$ cat config.mk
export PLATFORM = sky130hd
export DESIGN_NAME = hex_display_scanner
export DESIGN_NICKNAME = d
export VERILOG_FILES = /design/src/rtl/hex_display_scanner.sv
export SDC_FILE = /design/constraint.sdc
export NUM_CORES = 1
export LEC_CHECK = 0
export CORE_UTILIZATION = 55
export CTS_BUF_LIST = sky130_fd_sc_hd__clkbuf_4 sky130_fd_sc_hd__clkbuf_8
export CTS_CLUSTER_SIZE = 12
export DETAILED_ROUTE_END_ITERATION = 8
export GPL_TIMING_DRIVEN = 0
export PLACE_DENSITY_LB_ADDON = 0.1
export SKIP_CTS_REPAIR_TIMING = 1
export SLEW_MARGIN = 30
export SYNTH_ARGS = -nofsm -noshare
export SYNTH_HDL_FRONTEND = slang
export SYNTH_SLANG_ARGS = --single-unit
$ cat constraint.sdc
create_clock -name clk -period 3.9 [get_ports clk]
set_clock_uncertainty 0.15 [all_clocks]
set_input_delay 0.78 -clock clk [delete_from_list [all_inputs] [get_ports clk]]
set_output_delay 0.78 -clock clk [all_outputs]
set_load 0.01 [all_outputs]
$ cat src/rtl/hex_display_scanner.sv
// Four-digit time-multiplexed 7-segment scanner: two hex digits, a flags digit and a heartbeat
// digit, with per-slot anti-ghost blanking and per-frame input snapshots.
module hex_display_scanner #(
    parameter int OUTER_CLK_FRQ = 1000000,
    parameter int SCAN_FRQ      = 1000,
    parameter int BLANK_CYCLES  = 16,
    parameter int SEG_ACT_LOW   = 1,
    parameter int AN_ACT_LOW    = 1
) (
    input  logic       clk,
    input  logic       reset,
    input  logic       enable,
    input  logic [6:0] lowerHex,
    input  logic [6:0] higherHex,
    input  logic [1:0] flags,
    output logic [6:0] seg,
    output logic       dp,
    output logic [3:0] an,
    output logic       frame_done
);

    localparam int DIV = OUTER_CLK_FRQ / SCAN_FRQ;
    localparam int CW  = (DIV > 1) ? $clog2(DIV) : 1;
    localparam logic [CW-1:0] CYC_LAST  = CW'(DIV - 1);
    localparam logic [CW-1:0] CYC_BLANK = CW'(BLANK_CYCLES);
    localparam logic [6:0] SEG_OFF = (SEG_ACT_LOW != 0) ? 7'h7F : 7'h00;
    localparam logic       DP_OFF  = (SEG_ACT_LOW != 0) ? 1'b1 : 1'b0;
    localparam logic [3:0] AN_OFF  = (AN_ACT_LOW != 0) ? 4'hF : 4'h0;

    typedef enum logic [0:0] {
        ST_BLANK = 1'b0,
        ST_SHOW  = 1'b1
    } state_t;

    state_t          state_r, state_nxt_s;
    logic [CW-1:0]   cyc_r, cyc_nxt_s;
    logic [1:0]      slot_r, slot_nxt_s;
    logic            frame_end_s;
    logic [6:0]      sh_low_r, sh_high_r;
    logic [1:0]      sh_flags_r;
    logic            heartbeat_r;
    logic [6:0]      seg_on_s;
    logic            dp_on_s;
    logic [3:0]      an_on_s;
    logic [6:0]      seg_nxt_s;
    logic            dp_nxt_s;
    logic [3:0]      an_nxt_s;

    // Map a logical "on" pattern to the physical drive level.
    function automatic logic [6:0] seg_drive(input logic [6:0] v);
        seg_drive = (SEG_ACT_LOW != 0) ? ~v : v;
    endfunction

    function automatic logic [3:0] an_drive(input logic [3:0] v);
        an_drive = (AN_ACT_LOW != 0) ? ~v : v;
    endfunction

    // Cycle/slot counter advance and end-of-frame detection.
    always_comb begin
        cyc_nxt_s   = cyc_r;
        slot_nxt_s  = slot_r;
        frame_end_s = 1'b0;
        if (enable) begin
            frame_end_s = (cyc_r == CYC_LAST) && (slot_r == 2'd3);
            if (cyc_r == CYC_LAST) begin
                cyc_nxt_s  = '0;
                slot_nxt_s = slot_r + 2'd1;
            end else begin
                cyc_nxt_s  = cyc_r + CW'(1);
                slot_nxt_s = slot_r;
            end
        end else begin
            cyc_nxt_s  = cyc_r;
            slot_nxt_s = slot_r;
        end
        state_nxt_s = (cyc_nxt_s < CYC_BLANK) ? ST_BLANK : ST_SHOW;
    end

    // Slot content decode and output pattern selection by FSM state.
    always_comb begin
        seg_on_s = 7'h00;
        dp_on_s  = 1'b0;
        an_on_s  = 4'b0001 << slot_r;
        case (slot_r)
            2'd0:    seg_on_s = sh_low_r;
            2'd1:    seg_on_s = sh_high_r;
            2'd2:    seg_on_s = {3'b000, sh_flags_r[0], 2'b00, sh_flags_r[1]};
            2'd3:    dp_on_s  = heartbeat_r;
            default: seg_on_s = 7'h00;
        endcase
        seg_nxt_s = SEG_OFF;
        dp_nxt_s  = DP_OFF;
        an_nxt_s  = AN_OFF;
        case (state_r)
            ST_BLANK: begin
                seg_nxt_s = SEG_OFF;
                dp_nxt_s  = DP_OFF;
                an_nxt_s  = AN_OFF;
            end
            ST_SHOW: begin
                seg_nxt_s = seg_drive(seg_on_s);
                dp_nxt_s  = (SEG_ACT_LOW != 0) ? ~dp_on_s : dp_on_s;
                an_nxt_s  = an_drive(an_on_s);
            end
            default: begin
                seg_nxt_s = SEG_OFF;
                dp_nxt_s  = DP_OFF;
                an_nxt_s  = AN_OFF;
            end
        endcase
    end

    // Scan counters, FSM state and frame snapshot registers.
    always_ff @(posedge clk or posedge reset) begin
        if (reset) begin
            cyc_r       <= '0;
            slot_r      <= 2'd0;
            state_r     <= ST_BLANK;
            sh_low_r    <= 7'h00;
            sh_high_r   <= 7'h00;
            sh_flags_r  <= 2'b00;
            heartbeat_r <= 1'b0;
        end else begin
            cyc_r   <= cyc_nxt_s;
            slot_r  <= slot_nxt_s;
            state_r <= state_nxt_s;
            if (frame_end_s) begin
                sh_low_r    <= lowerHex;
                sh_high_r   <= higherHex;
                sh_flags_r  <= flags;
                heartbeat_r <= ~heartbeat_r;
            end
        end
    end

    // Registered display drive; disabled scanning forces the display dark.
    always_ff @(posedge clk or posedge reset) begin
        if (reset) begin
            seg        <= SEG_OFF;
            dp         <= DP_OFF;
            an         <= AN_OFF;
            frame_done <= 1'b0;
        end else if (!enable) begin
            seg        <= SEG_OFF;
            dp         <= DP_OFF;
            an         <= AN_OFF;
            frame_done <= 1'b0;
        end else begin
            seg        <= seg_nxt_s;
            dp         <= dp_nxt_s;
            an         <= an_nxt_s;
            frame_done <= frame_end_s;
        end
    end

endmodule

---- Word level (Yosys, flattened, before mapping) ----
Index checks and enable logic that the tools add are counted.
Widths: inputs -> output; s select.
operators by class
  $add $sub $neg .......................... 2
  magnitude comparators ................... 1
  equality and inequality tests ........... 4
  shifts and indexed selects .............. 1
  mux-type cells .......................... 13
  bitwise gates (word level) .............. 5
  reduce and logical (&&, ||, !) cells .... 3
operators by type and width
  kind                   number
  $pmux 7 s3             1
  $mux 10                2
  $pmux 7 s2             1
  $add 10x1->10 const B  1
  $eq 10x10->1 const B   1
  $lt 10x5->1 const B    1
  $pmux 4 s2             1
  $mux 7                 1
  $not 7->7              1
  $mux 1                 5
  $eq 2x2->1 const B     2
  $mux 4                 1
  $not 4->4              1
  $shl 1x2->4 const A    1
  $not 1->1              3
  $add 2x1->2 const B    1
  $eq 2x1->1 const B     1
  $logic_not 2->1        1
  $pmux 1 s2             1
  $reduce_and 2->1       1
  $logic_and 1x1->1      1
storage, ports and cells
  register bits after elaboration ......... 43
  input bits .............................. 19
  output and inout bits ................... 13

---- Longest topological paths before layout ----
Gate-level depths: netlist of run 1.
  word-level depth ........................ 5
  gate-level depth with buffers ........... 6
  gate-level depth less buffers ........... 5

---- Worst setup path after synthesis of run 1 ----
No wires, ideal clock.
  kind .................................... input to register
  start ................................... input enable
  end ..................................... register sh_flags_r[0]
  library setup time ...................... 125 ps
  arrival time ............................ 1878 ps
  data required time ...................... 3625 ps
  setup slack ............................. 1746 ps
  cell stages on the path ................. 5
  path buffers ............................ 1
  cells stage by stage .................... nand3_2 > nor3_4 > nand2_4 > buf_6 > mux2_4
between the ends
  longest elaborated chain between the ends .. 1
ends and longest elaborated chain
  what                  line  text
  from (decl)           12    input logic enable,
  $mux 1                63    if (enable) begin
  to (signal assigned)  130   sh_flags_r <= flags;
  to (decl)             40    logic [1:0] sh_flags_r;
Every way passes these cells.
A chain may end at the register's enable or synchronous reset.

---- Final worst setup path of run 1 ----
  start ................................... input enable
  end ..................................... register sh_high_r[4]
between the ends
  longest elaborated chain between the ends .. 1
ends and longest elaborated chain
  what                  line  text
  $mux 1                63
  to (signal assigned)  129   sh_high_r <= higherHex;
  to (decl)             39    logic [6:0] sh_low_r, sh_high_r;
Every way passes these cells.

==> results of run 1 <==
## layout by cell type (no fill, tap or decap), types with 2 or more instances in the layout
cell type	instances
sky130_fd_sc_hd__dfrtp_1	31
sky130_fd_sc_hd__clkdlybuf4s50_1	31
sky130_fd_sc_hd__nand2_1	12
sky130_fd_sc_hd__dfstp_2	12
sky130_fd_sc_hd__mux2_4	9
sky130_fd_sc_hd__xnor2_1	8
sky130_fd_sc_hd__nor2_1	7
sky130_fd_sc_hd__mux2_2	7
sky130_fd_sc_hd__ha_1	6
sky130_fd_sc_hd__clkbuf_4	6
sky130_fd_sc_hd__inv_1	5
sky130_fd_sc_hd__o21ai_0	5
sky130_fd_sc_hd__nand3_1	5
sky130_fd_sc_hd__a22o_1	5
sky130_fd_sc_hd__nor3_1	3
sky130_fd_sc_hd__nand4_1	3
sky130_fd_sc_hd__clkbuf_1	3
sky130_fd_sc_hd__or3_1	3
sky130_fd_sc_hd__nand3_2	2
sky130_fd_sc_hd__or2_2	2
sky130_fd_sc_hd__o31ai_1	2
sky130_fd_sc_hd__a222oi_1	2
sky130_fd_sc_hd__mux2i_1	2
## cells in the mapped netlist
master                      number
sky130_fd_sc_hd__o311ai_0        1
sky130_fd_sc_hd__nand4bb_2       1
sky130_fd_sc_hd__mux2i_1         2
sky130_fd_sc_hd__a222oi_1        2
sky130_fd_sc_hd__mux2_2          7
sky130_fd_sc_hd__nor3_1          3
sky130_fd_sc_hd__a211oi_1        1
sky130_fd_sc_hd__or2_2           2
sky130_fd_sc_hd__a21o_1          1
sky130_fd_sc_hd__nand2_1        12
sky130_fd_sc_hd__a21boi_0        1
sky130_fd_sc_hd__nand3_2         2
sky130_fd_sc_hd__a22o_1          5
sky130_fd_sc_hd__o21ai_0         5
sky130_fd_sc_hd__o21a_1          1
sky130_fd_sc_hd__nand2_4         1
sky130_fd_sc_hd__or2b_1          1
sky130_fd_sc_hd__a31oi_1         1
sky130_fd_sc_hd__buf_6           1
sky130_fd_sc_hd__inv_1           6
sky130_fd_sc_hd__dfstp_2        12
sky130_fd_sc_hd__xnor2_1         8
sky130_fd_sc_hd__o32ai_1         1
sky130_fd_sc_hd__nand4_1         3
sky130_fd_sc_hd__nor2_1          7
sky130_fd_sc_hd__clkbuf_1        3
sky130_fd_sc_hd__nor4_1          1
sky130_fd_sc_hd__nand3_1         5
sky130_fd_sc_hd__or3_1           3
sky130_fd_sc_hd__mux2_4          9
sky130_fd_sc_hd__ha_1            6
sky130_fd_sc_hd__o31ai_1         2
sky130_fd_sc_hd__xor2_1          1
sky130_fd_sc_hd__dfrtp_1        31
sky130_fd_sc_hd__nor3_4          1
## worst paths after layout
path                                   from            to  slack, ns
worst max-delay path                 enable  sh_high_r[4]       1.30
min in group asynchronous             reset      cyc_r[9]       0.52
max in group asynchronous             reset         an[1]       2.55
worst min register to register  heartbeat_r   heartbeat_r       0.33
worst max register to register     cyc_r[0]  sh_high_r[4]       1.53
worst min-delay path            heartbeat_r   heartbeat_r       0.33
## critical path: stages
cell	delay, ns
sky130_fd_sc_hd__clkdlybuf4s50_1	0.53
sky130_fd_sc_hd__nand3_2	0.18
sky130_fd_sc_hd__nor3_4	0.50
sky130_fd_sc_hd__nand2_4	0.18
sky130_fd_sc_hd__buf_6	0.21
sky130_fd_sc_hd__mux2_4	0.31
## flip-flops by register name, indices dropped and copies added, names as in the netlist
name / flops
frame_done: 1
seg: 7
slot_r: 2
sh_high_r: 7
heartbeat_r: 1
dp: 1
cyc_r: 10
sh_low_r: 7
an: 4
sh_flags_r: 2
state_r: 1
## stage by stage
stage | cells | hold slack (ns) | total power, uW | utilization | area (um2)
2_1_floorplan | 149 | 0.2921 | 631.4 | - | 1921
3_3_place_gp | 226 | 0.3154 | 678.6 | 0.6858 | 2288
3_5_place_dp | 227 | 0.3163 | 695.5 | 0.6918 | 2308
4_1_cts | 235 | 0.3330 | 925.5 | 0.7109 | 2372
5_1_grt | 235 | 0.3520 | 964.5 | 0.7109 | 2372
6_report | 235 | 0.3295 | 919.5 | 0.7109 | 2372
## cell families after synthesis
family,count (synthesis)
adder cells (fa/ha/maj),6
AO/OA/AOI/OAI,21
AND/OR/NAND/NOR,42
flip-flops,43
buffers and inverters,10
XOR/XNOR,9
multiplexers,18
## routing by layer
layer | vias to the layer above | global-route usage | part of all wire
met5 | - | 0 | 0
met4 | 0 | 0.1071 | 0.020
met3 | 10 | 0.09244 | 0.035
met2 | 38 | 0.3602 | 0.50
met1 | 660 | 0.2851 | 0.45
li1 | 612 | - | -
## area by class of cell
class                      instances  area [um2]  share of cell area
buffer                             4       22.52            0.009494
clock buffer                       7       58.81             0.02479
clock inverter                     1       5.005            0.002110
inverter                           6       22.52            0.009494
multi-input combinational         96       784.5              0.3307
sequential                        43        1091              0.4599
tap                               46       57.56             0.02426
timing repair buffer              32       330.3              0.1392
## power breakdown
part	total (uW)	internal, uW	switching [uW]
logic	151	77.8	73.4
registers	537	486	51.4
clock network	231	94.5	137
total	919	658	262
==> load_flow_metrics.sql, run 1 <==
INSERT INTO impl_metrics (metric_group, metric, value, unit) VALUES
('placed_design', 'worst_setup_slack_post_dpl', '0.9243', 'ns'),
('synthesis', 'synthSimpleGateAreaFrac', '0.1244', ''),
('critical_path', 'critical_path_capture_point_type', 'flip-flop', ''),
('global_routing', 'grt_start_max_net_pins', '33', ''),
('final_layout', 'nNetsFinal', '213', ''),
('synthesis', 'synth_top_area_share', '0.4039', ''),
('global_routing', 'grt_pass1_wl', '5802', 'um'),
('clock_network', 'clockBufferDepth', '2', ''),
('final_layout', 'drive_above_1_share', '0.2434', ''),
('synthesis', 'synth_area_per_cell', '12.89', 'um2'),
('clock_network', 'clock-root-buffer', 'sky130_fd_sc_hd__clkbuf_4', ''),
('placed_design', 'gp_congestion', '0.7291', ''),
('final_layout', 'area_growth', '23.52', '%'),
('synthesis', 'synthDominantAreaCellType', 'sky130_fd_sc_hd__dfrtp_1', ''),
('critical_path', 'start_kind', 'primary input', ''),
('synthesis', 'ys.warnings.count', '0', ''),
('placed_design', 'detailedPlacementHpwl', '2786', 'um'),
('clock_network', 'tritoncts_clock_tree', 'built', ''),
('final_layout', 'filler_cell_count', '267', ''),
('sta', 'max_slew_margin', '0.6665', ''),
('global_routing', 'global_route.overflow_total', '0', ''),
('critical_path', 'required', '4.00', 'ns'),
('clock_network', 'num_cts_buffers', '5', ''),
('critical_path', 'critical_path_class', 'in -> reg', ''),
('route', 'route.final.wire_length', '3782', 'um'),
('sta', 'fin_ws', '1.296', 'ns'),
('global_routing', 'number_of_global_route_vias_before_repair', '1249', ''),
('sta', 'grt_setup_unrepaired', 'false', ''),
('critical_path', 'path_max_fanout', '10', ''),
('sta', 'setup-violations-final', '0', ''),
('status', 'outcome', 'finished, final reports clean', ''),
('route', 'initialDrtViolationCount', '25', ''),
('floorplanning', 'fp.coreArea', '3337', 'um2'),
('synthesis', 'synth.cell_area', '1921', 'um2'),
('final_layout', 'num_antenna_cells', '0', ''),
('route', 'drt-wirelength-per-cell', '16.09', 'um'),
('route', 'detail-route-antenna-nets', '0', ''),
('floorplanning', 'io_pins', '32', ''),
('route', 'drcViolationCount', '0', ''),
('synthesis', 'top_post_synthesis_cells_by_area', 'sky130_fd_sc_hd__dfrtp_1 40%, sky130_fd_sc_hd__dfstp_2 16%, sky130_fd_sc_hd__mux2_4 7.0%', ''),
('floorplanning', 'start_util', '0.5756', ''),
('synthesis', 'ys_seq_elements', '43', ''),
('worst_hold_path', 'min_path_type', 'reg -> reg', ''),
('clock_network', 'cts.htree.levels', '2', ''),
('sta', 'period_minus_slack', '2.604', 'ns'),
('global_routing', 'groute.usage.overall', '0.2317', ''),
('synthesis', 'seq_area_frac_synth', '0.5681', ''),
('sta', 'timing.setup.tns', '0', 'ns'),
('floorplanning', 'fp.dieW', '61.10', 'um'),
('flow_run', 'cap_violations', '0', ''),
('floorplanning', 'die_area', '3733', 'um2'),
('critical_path', 'ff2ff_path_depth', '6', ''),
('route', 'first_pass_iters', '4', ''),
('clock_network', 'clkTransAtPathRegs', '0.12', 'ns'),
('pwr', 'power_leakage', '0.001066', 'uW'),
('sta', 'maxSlewViolCount', '0', ''),
('synthesis', 'synth_xor_area_frac', '0.04104', ''),
('synthesis', 'postSynthNetCount', '174', ''),
('synthesis', 'synth_cells', '149', ''),
('sta', 'min_period_over_period', '0.6677', ''),
('route', 'detailroute.via_count', '1320', ''),
('floorplanning', 'count_of_standard_cell_rows', '21', ''),
('placed_design', 'buffers_on_ports', '31', ''),
('clock_network', 'tritoncts_num_sinks', '43', ''),
('synthesis', 'yosys.area_share.adder', '0.03909', ''),
('pwr', 'vdd_ir_drop_max', '0.2633', 'mV'),
('global_routing', 'antenna_found_initial', '0', ''),
('clock_network', 'worst_skew_pair.late_latency', '0.35', 'ns'),
('critical_path', 'worst_ep_arrival_time', '2.70', 'ns'),
('sta', 'report.final.hold_viol_count', '0', ''),
('sta', 'achievable-frequency', '384.0', 'MHz'),
('worst_hold_path', 'min_delay_path_depth', '1', ''),
('synthesis', 'synth_compound_area_frac', '0.08208', ''),
('sta', 'timing_worst_slew_pin_value', '0.4987', 'ns'),
('pwr', 'power_density', '387.6', 'nW/um2'),
('synthesis', 'main_combinational_cell_family_by_area_after_synthesis', 'simple AND/OR/NAND/NOR gates', ''),
('synthesis', 'post_synth_num_cell_types', '35', ''),
('floorplanning', 'die-height', '61.10', 'um'),
('synthesis', 'post_synth_mux_area_share', '0.1218', ''),
('route', 'average_via_count_per_standard_cell', '5.617', '');
No activity file was read; power rests on OpenSTA's default activity.
==> run 2: changes to the inputs <==
CORE_UTILIZATION = 49   (was 55)
clock period = 2.3 ns   (was 3.9 ns; I/O delays follow)
==> load_flow_metrics.sql, run 2 (same netlist as run 1, synthesis figures left out) <==
INSERT INTO impl_metrics (metric_group, metric, value, unit) VALUES
('pwr', 'power_leakage', '0.001097', 'uW'),
('route', 'route.final.wire_length', '3451', 'um'),
('sta', 'max_slew_margin', '0.6942', ''),
('final_layout', 'postLayoutCellArea', '2432', 'um2'),
('pwr', 'seq_power_share', '0.552', ''),
('critical_path', 'path_max_fanout', '10', ''),
('pwr', 'finalPower', '1641', 'uW'),
('critical_path', 'critical_path.top_delay_family', 'buffers and inverters', ''),
('pwr', 'p_int', '1207', 'uW'),
('critical_path', 'worstSetupPathDepth', '6', ''),
('pwr', 'power_density', '674.8', 'nW/um2'),
('sta', 'timing_worst_slew_pin_value', '0.4588', 'ns'),
('worst_hold_path', 'hold_path_startpoint', 'heartbeat_r', ''),
('final_layout', 'num_antenna_cells', '0', ''),
('placed_design', 'buffers_on_ports', '31', ''),
('flow_run', 'cap_violations', '0', ''),
('critical_path', 'crit_path_cell_trace', 'clkdlybuf4s50_1, nand3_2, nor3_4, nand2_4, buf_6, mux2_4', ''),
('sta', 'fin_ws', '0.1542', 'ns'),
('global_routing', 'grt_start_max_net_pins', '26', ''),
('worst_hold_path', 'min_path_type', 'reg -> reg', ''),
('critical_path', 'start_kind', 'primary input', ''),
('placed_design', 'worst_setup_slack_post_dpl', '-0.3636', 'ns'),
('critical_path', 'worst_ep_arrival_time', '2.17', 'ns'),
('clock_network', 'clkTransAtPathRegs', '0.08', 'ns'),
('final_layout', 'registers.top_by_ff_count', 'cyc_r', ''),
('floorplanning', 'die_area', '4174', 'um2'),
('critical_path', 'timing.critical_path.slowest_stage_cell', 'sky130_fd_sc_hd__clkdlybuf4s50_1', ''),
('sta', 'achievable-frequency', '466.0', 'MHz'),
('floorplanning', 'fp.coreArea', '3716', 'um2'),
('clock_network', 'clock-root-buffer', 'sky130_fd_sc_hd__clkbuf_8', ''),
('route', 'first_pass_iters', '4', ''),
('floorplanning', 'count_of_standard_cell_rows', '22', ''),
('route', 'drcViolationCount', '0', ''),
('route', 'detailroute.via_count', '1277', ''),
('route', 'initialDrtViolationCount', '62', ''),
('placed_design', 'detailed_place.area', '2318', 'um2'),
('sta', 'min_period_over_period', '0.9329', ''),
('clock_network', 'clockBufferDepth', '2', ''),
('clock_network', 'cts.htree.levels', '2', ''),
('route', 'drt-wirelength-per-cell', '14.38', 'um'),
('floorplanning', 'io_pins', '32', ''),
('pwr', 'p_sw_frac', '0.2649', ''),
('final_layout', 'nNetsFinal', '216', ''),
('worst_hold_path', 'min_delay_path_depth', '1', ''),
('global_routing', 'grt_pass1_wl', '5865', 'um'),
('sta', 'grt_setup_unrepaired', 'false', ''),
('global_routing', 'groute.usage.overall', '0.1916', ''),
('final_layout', 'layout_common_cells', '31 x sky130_fd_sc_hd__dfrtp_1, 31 x sky130_fd_sc_hd__clkdlybuf4s50_1, 12 x sky130_fd_sc_hd__nand2_1, 12 x sky130_fd_sc_hd__dfstp_2, 9 x sky130_fd_sc_hd__mux2_4', ''),
('pwr', 'power.share.combinational', '0.150', ''),
('critical_path', 'ff2ff_path_depth', '5', ''),
('placed_design', 'detailedPlacementHpwl', '2480', 'um'),
('critical_path', 'critical_path_capture_point_type', 'flip-flop', ''),
('critical_path', 'r2r_start', 'cyc_r[4]', ''),
('global_routing', 'global_route.overflow_total', '0', ''),
('worst_hold_path', 'worst_hold_path.endpoint', 'dp', ''),
('status', 'outcome', 'finished, final reports clean', ''),
('clock_network', 'worst_skew_pair.late_latency', '0.29', 'ns'),
('route', 'detail-route-antenna-nets', '0', ''),
('floorplanning', 'die-height', '64.61', 'um'),
('global_routing', 'number_of_global_route_vias_before_repair', '1217', ''),
('pwr', 'p_switching', '434.8', 'uW'),
('sta', 'maxSlewViolCount', '0', ''),
('floorplanning', 'start_util', '0.5168', ''),
('global_routing', 'antenna_found_initial', '0', ''),
('final_layout', 'area_growth', '26.64', '%'),
('pwr', 'clkPwrFrac', '0.297', ''),
('sta', 'period_minus_slack', '2.146', 'ns'),
('critical_path', 'reg2reg_slack', '0.16', 'ns'),
('clock_network', 'tritoncts_num_sinks', '43', ''),
('critical_path', 'required', '2.33', 'ns'),
('clock_network', 'num_cts_buffers', '5', ''),
('critical_path', 'critical-path-max-stage-delay', '0.54', 'ns'),
('final_layout', 'largest_register_ffs', '10', ''),
('final_layout', 'finalCoreUtilization', '0.6545', ''),
('pwr', 'vdd_ir_drop_max', '0.2814', 'mV'),
('final_layout', 'drive_above_1_share', '0.2552', ''),
('clock_network', 'tritoncts_clock_tree', 'built', ''),
('sta', 'setup-violations-final', '0', ''),
('critical_path', 'worstReg2RegEnd', 'sh_high_r[3]', ''),
('floorplanning', 'fp.dieW', '64.61', 'um'),
('sta', 'report.final.hold_viol_count', '0', ''),
('placed_design', 'gp_congestion', '0.8551', ''),
('critical_path', 'critical_path_class', 'in -> reg', ''),
('critical_path', 'crit_buf_inv', '2', ''),
('route', 'average_via_count_per_standard_cell', '5.321', '');
-- run 2: per-stage QoR --
stage,std cells,hold WS [ns],setup TNS (ns)
2_1_floorplan,149,0.2921,0
3_3_place_gp,228,0.3179,-7.316
3_5_place_dp,229,0.3100,-4.444
4_1_cts,237,0.3222,-0.4862
5_1_grt,240,0.3474,0
6_report,240,0.3224,0
-- run 2: area by class of cell --
class | count | area (um2)
Inverter | 6 | 22.52
Fill cell | 317 | 1284
Multi-Input combinational cell | 96 | 784.5
Tap cell | 48 | 60.06
Timing Repair Buffer | 35 | 360.3
Sequential cell | 43 | 1091
Clock buffer | 8 | 91.34
Buffer | 4 | 22.52
-- run 2: worst max-delay path by stage --
| stage | from | end | slack, ns |
|---|---|---|---|
| after floorplan | cyc_r[0] | sh_flags_r[0] | 0.30 |
| after global placement | enable | sh_high_r[2] | -0.34 |
| after detailed placement | enable | sh_high_r[0] | -0.36 |
| after CTS | cyc_r[0] | sh_high_r[3] | -0.06 |
| after global routing | cyc_r[0] | sh_high_r[3] | 0.05 |
| final | enable | sh_high_r[3] | 0.15 |
-- run 2: worst reg2reg max path, cell delays in order (launching register included) --
cell                        delay, ns
sky130_fd_sc_hd__dfrtp_1         0.44
sky130_fd_sc_hd__nand4bb_2       0.37
sky130_fd_sc_hd__nor3_4          0.40
sky130_fd_sc_hd__nand2_4         0.16
sky130_fd_sc_hd__buf_6           0.20
sky130_fd_sc_hd__mux2_4          0.31
-- run 2: power by group through the flow --
stage                     clock [uW]  combinational (uW)  sequential, uW
after CTS                        497                 249             907
final                            488                 247             907
after global routing             529                 282             918
after floorplan                    0                 167             903
after detailed placement           0                 247             920
after global placement             0                 237             917
-- run 2: routing by layer --
metal	GRT usage	vias to the layer above	part of all wire
met5	0	-	0
met4	0.1083	0	0.019
met3	0.04225	7	0.056
met2	0.2711	38	0.46
met1	0.2705	618	0.46
li1	-	614	-
